--- config.mk ---
export PLATFORM = sky130hd
export DESIGN_NAME = if_fetch_unit
export DESIGN_NICKNAME = d
export VERILOG_FILES = /design/src/rtl/if_pkg.sv /design/src/rtl/if_sync_fifo.sv /design/src/rtl/if_fetch_unit.sv
export SDC_FILE = /design/constraint.sdc
export NUM_CORES = 1
export LEC_CHECK = 0
export CAP_MARGIN = 15
export CORE_MARGIN = 5
export CORE_UTILIZATION = 45
export DETAILED_ROUTE_END_ITERATION = 16
export PLACE_DENSITY = 0.7
export REMOVE_ABC_BUFFERS = 1
export SLEW_MARGIN = 0
export SYNTH_ARGS = -nofsm -noshare
export SYNTH_HDL_FRONTEND = slang
export SYNTH_SLANG_ARGS = --single-unit
--- constraint.sdc ---
create_clock -name clk -period 4.45 [get_ports clk]
set_input_delay 0.89 -clock clk [delete_from_list [all_inputs] [get_ports clk]]
set_output_delay 0.89 -clock clk [all_outputs]
set_load 0.02 [all_outputs]
--- src/rtl/if_pkg.sv ---
// Shared fetch-stage types and constants, also used by the exception unit.
package if_pkg;

    localparam logic [1:0] INST_SIZE_WORD = 2'd2;
    localparam logic [4:0] EXC_ADEL       = 5'h04;

    typedef struct packed {
        logic [31:0] pc;
        logic [31:0] inst;
        logic        adel;
    } fetch_entry_t;

endpackage

--- src/rtl/if_sync_fifo.sv ---
// Synchronous FIFO with clear and same-cycle push/pop. A push into a full
// FIFO is taken only when a pop happens in the same cycle.
module if_sync_fifo #(
    parameter int WIDTH = 32,
    parameter int DEPTH = 4
) (
    input  logic                       clk,
    input  logic                       rst_n,
    input  logic                       clear,
    input  logic                       push,
    input  logic [WIDTH-1:0]           wdata,
    input  logic                       pop,
    output logic [WIDTH-1:0]           rdata,
    output logic [$clog2(DEPTH+1)-1:0] count
);

    localparam int AW = (DEPTH > 1) ? $clog2(DEPTH) : 1;
    localparam int CW = $clog2(DEPTH + 1);

    logic [WIDTH-1:0] mem_q [DEPTH];
    logic [WIDTH-1:0] mem_d [DEPTH];
    logic [AW-1:0]    rd_ptr_q, rd_ptr_d;
    logic [AW-1:0]    wr_ptr_q, wr_ptr_d;
    logic [CW-1:0]    count_q, count_d;
    logic             do_push, do_pop;

    function automatic logic [AW-1:0] ptr_inc(input logic [AW-1:0] p);
        return (p == AW'(DEPTH - 1)) ? '0 : p + 1'b1;
    endfunction

    always_comb begin
        do_pop   = pop && (count_q != '0);
        do_push  = push && ((count_q != CW'(DEPTH)) || do_pop);
        mem_d    = mem_q;
        rd_ptr_d = rd_ptr_q;
        wr_ptr_d = wr_ptr_q;
        count_d  = count_q;
        if (clear) begin
            rd_ptr_d = '0;
            wr_ptr_d = '0;
            count_d  = '0;
        end else begin
            if (do_push) begin
                mem_d[wr_ptr_q] = wdata;
                wr_ptr_d        = ptr_inc(wr_ptr_q);
            end
            if (do_pop) begin
                rd_ptr_d = ptr_inc(rd_ptr_q);
            end
            count_d = count_q + CW'(do_push) - CW'(do_pop);
        end
    end

    always_ff @(posedge clk or negedge rst_n) begin
        if (!rst_n) begin
            for (int i = 0; i < DEPTH; i++) begin
                mem_q[i] <= '0;
            end
            rd_ptr_q <= '0;
            wr_ptr_q <= '0;
            count_q  <= '0;
        end else begin
            mem_q    <= mem_d;
            rd_ptr_q <= rd_ptr_d;
            wr_ptr_q <= wr_ptr_d;
            count_q  <= count_d;
        end
    end

    assign rdata = mem_q[rd_ptr_q];
    assign count = count_q;

endmodule

--- src/rtl/if_fetch_unit.sv ---
// Instruction fetch: issues pc-stage addresses on the SRAM-like bus, buffers
// returned words in issue order and drops stale fetches after a redirect.
module if_fetch_unit
    import if_pkg::*;
#(
    parameter int OUT_DEPTH       = 4,
    parameter int MAX_OUTSTANDING = 2
) (
    input  logic        clk,
    input  logic        resetn,
    input  logic        pc_valid,
    input  logic [31:0] pc_addr,
    output logic        pc_ready,
    input  logic        flush,
    output logic        inst_req,
    output logic        inst_wr,
    output logic [1:0]  inst_size,
    output logic [31:0] inst_addr,
    output logic [31:0] inst_wdata,
    input  logic        inst_addr_ok,
    input  logic        inst_data_ok,
    input  logic [31:0] inst_rdata,
    output logic        id_valid,
    input  logic        id_ready,
    output logic [31:0] id_pc,
    output logic [31:0] id_inst,
    output logic        id_adel
);

    localparam int OCW = $clog2(MAX_OUTSTANDING + 1);
    localparam int OBW = $clog2(OUT_DEPTH + 1);
    localparam int SW  = $clog2(OUT_DEPTH + MAX_OUTSTANDING + 1) + 1;

    logic [OCW-1:0] out_cnt_q, out_cnt_d;
    logic [OCW-1:0] discard_cnt_q, discard_cnt_d;
    logic [OCW-1:0] tag_count;
    logic [OBW-1:0] ob_count;
    logic [SW-1:0]  occupancy;
    logic [31:0]    tag_rdata;
    fetch_entry_t   ob_wdata, ob_rdata;
    logic           id_pop, credit, aligned, accept, mis_accept;
    logic           resp, drop, keep, ob_push;

    always_comb begin
        id_pop = id_valid && id_ready;
        // Every issued request will need a buffer slot, including ones that
        // will be discarded; a head leaving this cycle frees its slot.
        occupancy  = SW'(out_cnt_q) + SW'(ob_count) - SW'(id_pop);
        credit     = (occupancy < SW'(OUT_DEPTH)) && (out_cnt_q < OCW'(MAX_OUTSTANDING));
        aligned    = (pc_addr[1:0] == 2'b00);
        inst_req   = resetn && pc_valid && !flush && credit && aligned;
        accept     = inst_req && inst_addr_ok;
        mis_accept = resetn && pc_valid && !flush && !aligned && (out_cnt_q == '0)
                     && (occupancy < SW'(OUT_DEPTH));
        pc_ready   = accept || mis_accept;

        resp = inst_data_ok && (out_cnt_q != '0);
        drop = resp && (flush || (discard_cnt_q != '0));
        keep = resp && !drop;

        ob_push = keep || mis_accept;
        if (mis_accept) begin
            ob_wdata = '{pc: pc_addr, inst: 32'd0, adel: 1'b1};
        end else begin
            ob_wdata = '{pc: tag_rdata, inst: inst_rdata, adel: 1'b0};
        end

        out_cnt_d = out_cnt_q + OCW'(accept) - OCW'(resp);
        // After a redirect every request still on the bus is stale.
        if (flush) begin
            discard_cnt_d = out_cnt_q - OCW'(resp);
        end else if (drop) begin
            discard_cnt_d = discard_cnt_q - 1'b1;
        end else begin
            discard_cnt_d = discard_cnt_q;
        end
    end

    always_ff @(posedge clk or negedge resetn) begin
        if (!resetn) begin
            out_cnt_q     <= '0;
            discard_cnt_q <= '0;
        end else begin
            out_cnt_q     <= out_cnt_d;
            discard_cnt_q <= discard_cnt_d;
        end
    end

    if_sync_fifo #(.WIDTH(32), .DEPTH(MAX_OUTSTANDING)) u_tag_fifo (
        .clk   (clk),
        .rst_n (resetn),
        .clear (flush),
        .push  (accept),
        .wdata (pc_addr),
        .pop   (keep),
        .rdata (tag_rdata),
        .count (tag_count)
    );

    if_sync_fifo #(.WIDTH($bits(fetch_entry_t)), .DEPTH(OUT_DEPTH)) u_out_buf (
        .clk   (clk),
        .rst_n (resetn),
        .clear (flush),
        .push  (ob_push),
        .wdata (ob_wdata),
        .pop   (id_pop),
        .rdata (ob_rdata),
        .count (ob_count)
    );

    assign id_valid   = (ob_count != '0);
    assign id_pc      = id_valid ? ob_rdata.pc : 32'd0;
    assign id_inst    = id_valid ? ob_rdata.inst : 32'd0;
    assign id_adel    = id_valid && ob_rdata.adel;
    assign inst_wr    = 1'b0;
    assign inst_size  = INST_SIZE_WORD;
    assign inst_addr  = pc_addr;
    assign inst_wdata = 32'd0;

    a_no_orphan_data: assert property (@(posedge clk) disable iff (!resetn)
        inst_data_ok |-> (out_cnt_q != '0));
    a_tag_tracks_live: assert property (@(posedge clk) disable iff (!resetn)
        tag_count == (out_cnt_q - discard_cnt_q));

endmodule
-- Word level (Yosys, flattened, before mapping)
Index checks and enable logic that the tools add are counted.
- register bits: 339
- bits of input ports: 71
- output and inout port bits: 135
- logic and storage cells: 117
- add/sub/neg operators: 14
- order comparisons: 8
- equality and inequality tests: 4
- muxes and demuxes: 31
- bitwise gates (word level): 5
- reductions and logical operators: 41
- operators with widths (kind ; count):
    260-bit bitwise mux ; 1
    65-bit two-way mux ; 4
    32-bit two-way mux ; 6
    65-bit binary-select mux with 2-bit select ; 1
    65-bit demux with 2-bit select ; 1
    64-bit bitwise mux ; 1
    32-bit demux with 1-bit select ; 1
    1-bit logical AND ; 20
    2-bit two-way mux ; 9
    2-bit nonzero test ; 8
    3-bit >= comparator, second input constant ; 2
    1-bit two-way mux ; 6
    2-bit inverter with 3-bit output ; 2
    2-bit by 1-bit subtractor with 2-bit output ; 3
    1-bit logical OR ; 5
    2-bit by 1-bit adder with 2-bit output ; 2
    2-bit by 1-bit adder with 2-bit output, second input constant ; 2
    2-bit by 3-bit adder with 4-bit output ; 1
    2-bit == test, second input constant ; 2
    2-bit >= comparator, second input constant ; 2
    2-bit logical NOT ; 2
    4-bit by 3-bit < comparator with 1-bit output, second input constant ; 1
    1-bit inverter with 2-bit output ; 2
    2-bit AND reduction ; 2
    14 further kinds ; 17

-- Longest topological paths before layout
- word-level depth: 12
- mapped depth: 16
- gate-level depth less buffers: 16

-- Modules after synthesis
Synthesis repeated with hierarchy kept, for this count alone.
- cell total of the unflattened synthesis: 1134
- area total of the unflattened synthesis: 16866.2 um2
- modules (own cells, without submodules) (module ; instances ; cells each ; area each (um2)):
    if_sync_fifo at u_out_buf ; 1 ; 675 ; 11680.0
    if_sync_fifo at u_tag_fifo ; 1 ; 193 ; 3096.7
    if_fetch_unit ; 1 ; 266 ; 2089.5

-- Least setup slack after synthesis
OpenSTA, ideal clock, no wires.
- path type: input to register
- start point: input id_ready
- end point: register u_out_buf.count_q[2] (netlist: u_out_buf.count[2])
- library setup time: 131 ps
- data arrival time: 3661 ps
- data required time: 4319 ps
- path slack: 657 ps
- stages: 15
- cells stage by stage: nand2_1 inv_1 ha_1 inv_1 ha_1 and3b_1 nor4_1 o21ai_0 a21boi_0 ha_1 inv_1 fa_1 xnor2_1 xnor2_1 nor2_1
- word-level cells in the longest chain between the ends: 9
- elaborated cells between the ends (all ways): 11
- RTL lines (element ; RTL line ; text):
    from (decl) ; if_fetch_unit.sv:24 ; input logic id_ready,
    1-bit logical AND (*) ; if_fetch_unit.sv:45 ; id_pop = id_valid && id_ready;
    4-bit by 1-bit subtractor with 4-bit output ; if_fetch_unit.sv:48 ; occupancy = SW'(out_cnt_q) + SW'(ob_count) - SW'(id_pop);
    4-bit by 3-bit < comparator with 1-bit output ; if_fetch_unit.sv:54 ; && (occupancy < SW'(OUT_DEPTH));
    1-bit logical AND ; if_fetch_unit.sv:54 ;
    1-bit logical OR ; if_fetch_unit.sv:61 ; ob_push = keep || mis_accept;
    1-bit logical AND ; if_sync_fifo.sv:33 ; do_push = push && ((count_q != CW'(DEPTH)) || do_pop);
    3-bit by 1-bit adder with 3-bit output ; if_sync_fifo.sv:50 ; count_d = count_q + CW'(do_push) - CW'(do_pop);
    3-bit by 1-bit subtractor with 3-bit output (*) ; if_sync_fifo.sv:50 ;
    3-bit two-way mux (*) ; if_sync_fifo.sv:38 ; if (clear) begin
    via u_out_buf.count_d[2] ; if_sync_fifo.sv:24 ; logic [CW-1:0] count_q, count_d;
    to (signal assigned) ; if_sync_fifo.sv:66 ; count_q <= count_d;
    to (decl) ; if_sync_fifo.sv:24 ;
The timed path passes the listed nets; every way through them passes the cells marked *.
A chain may end at the register's enable or synchronous reset.

-- Worst setup path after layout
- start point: register u_out_buf.count_q[1] (netlist: u_out_buf.count[1])
- end point: output inst_req
- word-level cells in the longest chain between the ends: 7
- elaborated cells between the ends (all ways): 8
- RTL lines (element ; RTL line ; text):
    branches (longest 2 deep; another with 2-bit by 3-bit adder with 4-bit output) ; n/a ;
    4-bit by 1-bit subtractor with 4-bit output (*) ; if_fetch_unit.sv:48 ;
    4-bit by 3-bit < comparator with 1-bit output (*) ; if_fetch_unit.sv:49 ; credit = (occupancy < SW'(OUT_DEPTH)) && (out_cnt_q < OCW'(MAX_OUTSTANDING));
    1-bit logical AND (*) ; if_fetch_unit.sv:49 ;
    1-bit logical AND (*) (2 in series) ; if_fetch_unit.sv:51 ; inst_req = resetn && pc_valid && !flush && credit && aligned;
    to (decl) ; if_fetch_unit.sv:15 ; output logic inst_req,
Every way passes the cells marked *.

==> flow_metrics.env <==
export IMPL_status="complete, no violations"
export IMPL_dpl_hpwl_mm=24.54
export IMPL_r2r_slack_ps=780
export IMPL_cts_tree="done"
export IMPL_finalCritPeriodShare_pct=92.80
export IMPL_grt_pass1_vias=11990
export IMPL_area_delta_synth_final_pct=19.89
export IMPL_floorplan_die_area_mm2=0.04015
export IMPL_hold_buffers=0
export IMPL_utilization_pct=54.84
export IMPL_crit_arrival_ps=3240
export IMPL_yosys_register_bits=339
export IMPL_holdCritPathClass="primary input to async pin"
export IMPL_final_max_slew_violation_count=0
export IMPL_critical_path_class="register to primary output"
export IMPL_drc_errors=0
export IMPL_antenna_found_initial=1
export IMPL_cts_sinks=339
export IMPL_worst_slack_ps=320.4
export IMPL_grt_pass1_wl_mm=70.79
export IMPL_cp_required_ps=3560
export IMPL_worstSetupEndpointType="primary output"
export IMPL_rr_startpoint="u_out_buf.count[1]"
export IMPL_p_leak_nw=8.535
export IMPL_rr_endpoint="u_out_buf.count[2]"
export IMPL_io_buffers=170
export IMPL_multi_input_area_mm2=0.007034
export IMPL_cts_max_level=2
export IMPL_drtIter0Drc=792
export IMPL_netlist_area_mm2=0.01631
export IMPL_path_clk_slew_ps=60
export IMPL_vdd_drop_max_v=0.0003228
export IMPL_ioPinCount=206
export IMPL_hold_viol_final=0
export IMPL_worstPathCellList="or3_2, nand2_1, inv_1, ha_1, inv_1, ha_1, and3b_1, o211a_1, or2_2, nand2_1, nor3_1, dlygate4sd2_1"
export IMPL_yosysWarnings=0
export IMPL_endpoint="inst_req"
export IMPL_viasPerCell=6.055
export IMPL_drtAntennaViolNets=0
export IMPL_regArea_mm2=0.008489
export IMPL_nFillCells=2936
export IMPL_ys_types=43
export IMPL_routed_wl_mm=44.28
export IMPL_clk_latency_ps=520
export IMPL_finalClockSkew_ps=22.20
export IMPL_synth_edf_count=0
export IMPL_powerDensity_mw_per_mm2=589.6
export IMPL_core_area_mm2=0.03566
export IMPL_cp_max_fo=4
export IMPL_worst_pin_slew_ps=1112
export IMPL_drt_first_pass_iters=5
export IMPL_seq_area_frac_synth_pct=52.02
export IMPL_drv_cap=0
export IMPL_routedWlPerCell_um=23.92
export IMPL_crit_start="u_out_buf.count[1]"
export IMPL_place_gp_congestion=0.7595
export IMPL_critPathBufInv=3
export IMPL_grt_util_all_layers_pct=21.68
export IMPL_place_area_mm2=0.01828
export IMPL_die_h_um=200.4
export IMPL_path_delay_family="simple AND/OR/NAND/NOR gates"
export IMPL_slew_headroom_pct=25.55
export IMPL_ctsResizeCount=1
export IMPL_fin_crit_ps=4130
export IMPL_synth_cells=1253
export IMPL_grt_max_degree=143
export IMPL_rsz0062_at_grt="no"
export IMPL_syn_area_per_cell_um2=13.02
export IMPL_drive_gt1_share_pct=26.83
export IMPL_critPathSlowestCell="or3_2"
export IMPL_postCtsSetupBuffers=0
export IMPL_final_area_mm2=0.01955
export IMPL_cts_made_buffers=36
export IMPL_vias=11210
export IMPL_power_mw=11.53
export IMPL_antenna_cells=0
export IMPL_cts_root_buffer="clkbuf_16"
export IMPL_die_width_um=200.4
export IMPL_synth_main_ff_cell="dfrtp_1"
export IMPL_critical_path_max_stage_delay_ps=500
export IMPL_ys_async_sr_fraction_pct=100.0
export IMPL_ff2ff_path_depth=17
export IMPL_initial_core_util_pct=45.74
export IMPL_worst_path_stages=12
export IMPL_row_count=69
export IMPL_grt_ovfl_total=0
export IMPL_start_kind="register"
export IMPL_pre_cts_ws_ps=14.40
export IMPL_fin_nets=1451
export IMPL_max_freq_mhz=242.2
export IMPL_clk_path_buf_depth=3
export IMPL_setup_viol=0
-- metal layers --
layer	vias to the layer above	GRT usage, %	part of all wire [%]	wire (um)
met5	-	0	0.025	11
met4	2	5.088	1.8	781
met3	70	5.094	7.5	3315
met2	456	34.93	47	20850
met1	5870	30.23	44	19320
li1	4809	-	-	-
-- registers in the layout (all words and copies together), names as in the netlist --
signal,flops
u_out_buf.rd_ptr_q,2
u_tag_fifo.wr_ptr_q,1
u_out_buf.wr_ptr_q,2
u_out_buf.count,3
u_tag_fifo.mem_q,64
u_tag_fifo.count,2
discard_cnt_q,2
u_out_buf.mem_q,260
out_cnt_q,2
u_tag_fifo.rd_ptr_q,1
-- kinds of logic (layout without fill, tap and decap cells) --
family / count (synthesis) / in the layout / synth area share (%)
and+or+nand+nor: 255 / 255 / 7.457
AOI/OAI and AO/OA: 280 / 280 / 16.56
adders and majority gates: 17 / 17 / 1.350
xor gates and xnor gates: 10 / 10 / 0.5371
buffers and inverters: 191 / 295 / 6.168
muxes: 159 / 159 / 15.86
other: 2 / 35 / 0.04605
DFF: 339 / 339 / 52.02
-- power by group --
| group | leakage (nW) | total, mW | internal (mW) | switching [mW] |
|---|---|---|---|---|
| clock | 0.629 | 3.22 | 1.98 | 1.24 |
| combinational | 3.36 | 4.07 | 2.16 | 1.91 |
| sequential | 4.55 | 4.24 | 3.78 | 0.455 |
| total | 8.53 | 11.5 | 7.92 | 3.61 |
-- cell usage in the layout (no fill, tap or decap), types with 12 or more instances in the layout --
master / synthesis / layout
clkbuf_16: 0 / 37
mux2i_1: 33 / 33
o221a_2: 128 / 128
conb_1: 2 / 35
and2_1: 71 / 71
a22o_1: 128 / 128
mux4_2: 65 / 65
buf_4: 67 / 28
nand2_1: 144 / 144
nor2_1: 16 / 12
ha_1: 16 / 16
mux2_2: 33 / 33
dfrtp_1: 339 / 336
mux2_4: 28 / 28
inv_1: 23 / 23
clkdlybuf4s50_1: 0 / 167
-- synthesized netlist by cell type, types with 18 or more instances --
master      n  share of area (%)
mux2i_1    33                2.0
inv_1      23               0.53
buf_1      18               0.41
dfrtp_1   339                 52
buf_4      67                3.1
mux4_2     65                9.0
and2_1     71                2.7
nand2_1   144                3.3
clkbuf_1   73                1.7
a22o_1    128                6.9
o221a_2   128                8.8
mux2_4     28                2.6
mux2_2     33                2.3
-- worst min-delay path by stage --
stage / from / endpoint / cells past startpoint
finish: resetn / u_out_buf.mem_q[166] / 1
global route: resetn / u_out_buf.mem_q[166] / 1
CTS: resetn / u_out_buf.mem_q[166] / 1
detailed placement: u_out_buf.mem_q[70] / u_out_buf.mem_q[70] / 1
global placement: u_tag_fifo.mem_q[0] / u_tag_fifo.mem_q[0] / 1
floorplan: u_tag_fifo.mem_q[0] / u_tag_fifo.mem_q[0] / 1
-- per-stage QoR --
stage | setup TNS [ps] | instances | hold slack [ps]
after floorplan | -37280 | 1118 | 453.3
after global placement | 0 | 1786 | 470.2
after detailed placement | 0 | 1786 | 475.9
after CTS | 0 | 1851 | 187.9
after global routing | 0 | 1851 | 195.9
final | 0 | 1851 | 196.1
-- final cells by class --
class,count,area share [%]
Sequential cell,339,43.42
Multi-Input combinational cell,756,35.98
Timing Repair Buffer,207,10.73
Clock buffer,50,5.292
Tap cell,461,2.950
Clock inverter,15,1.190
Inverter,23,0.4415
Note: power is estimated with default switching activity, not from simulation.
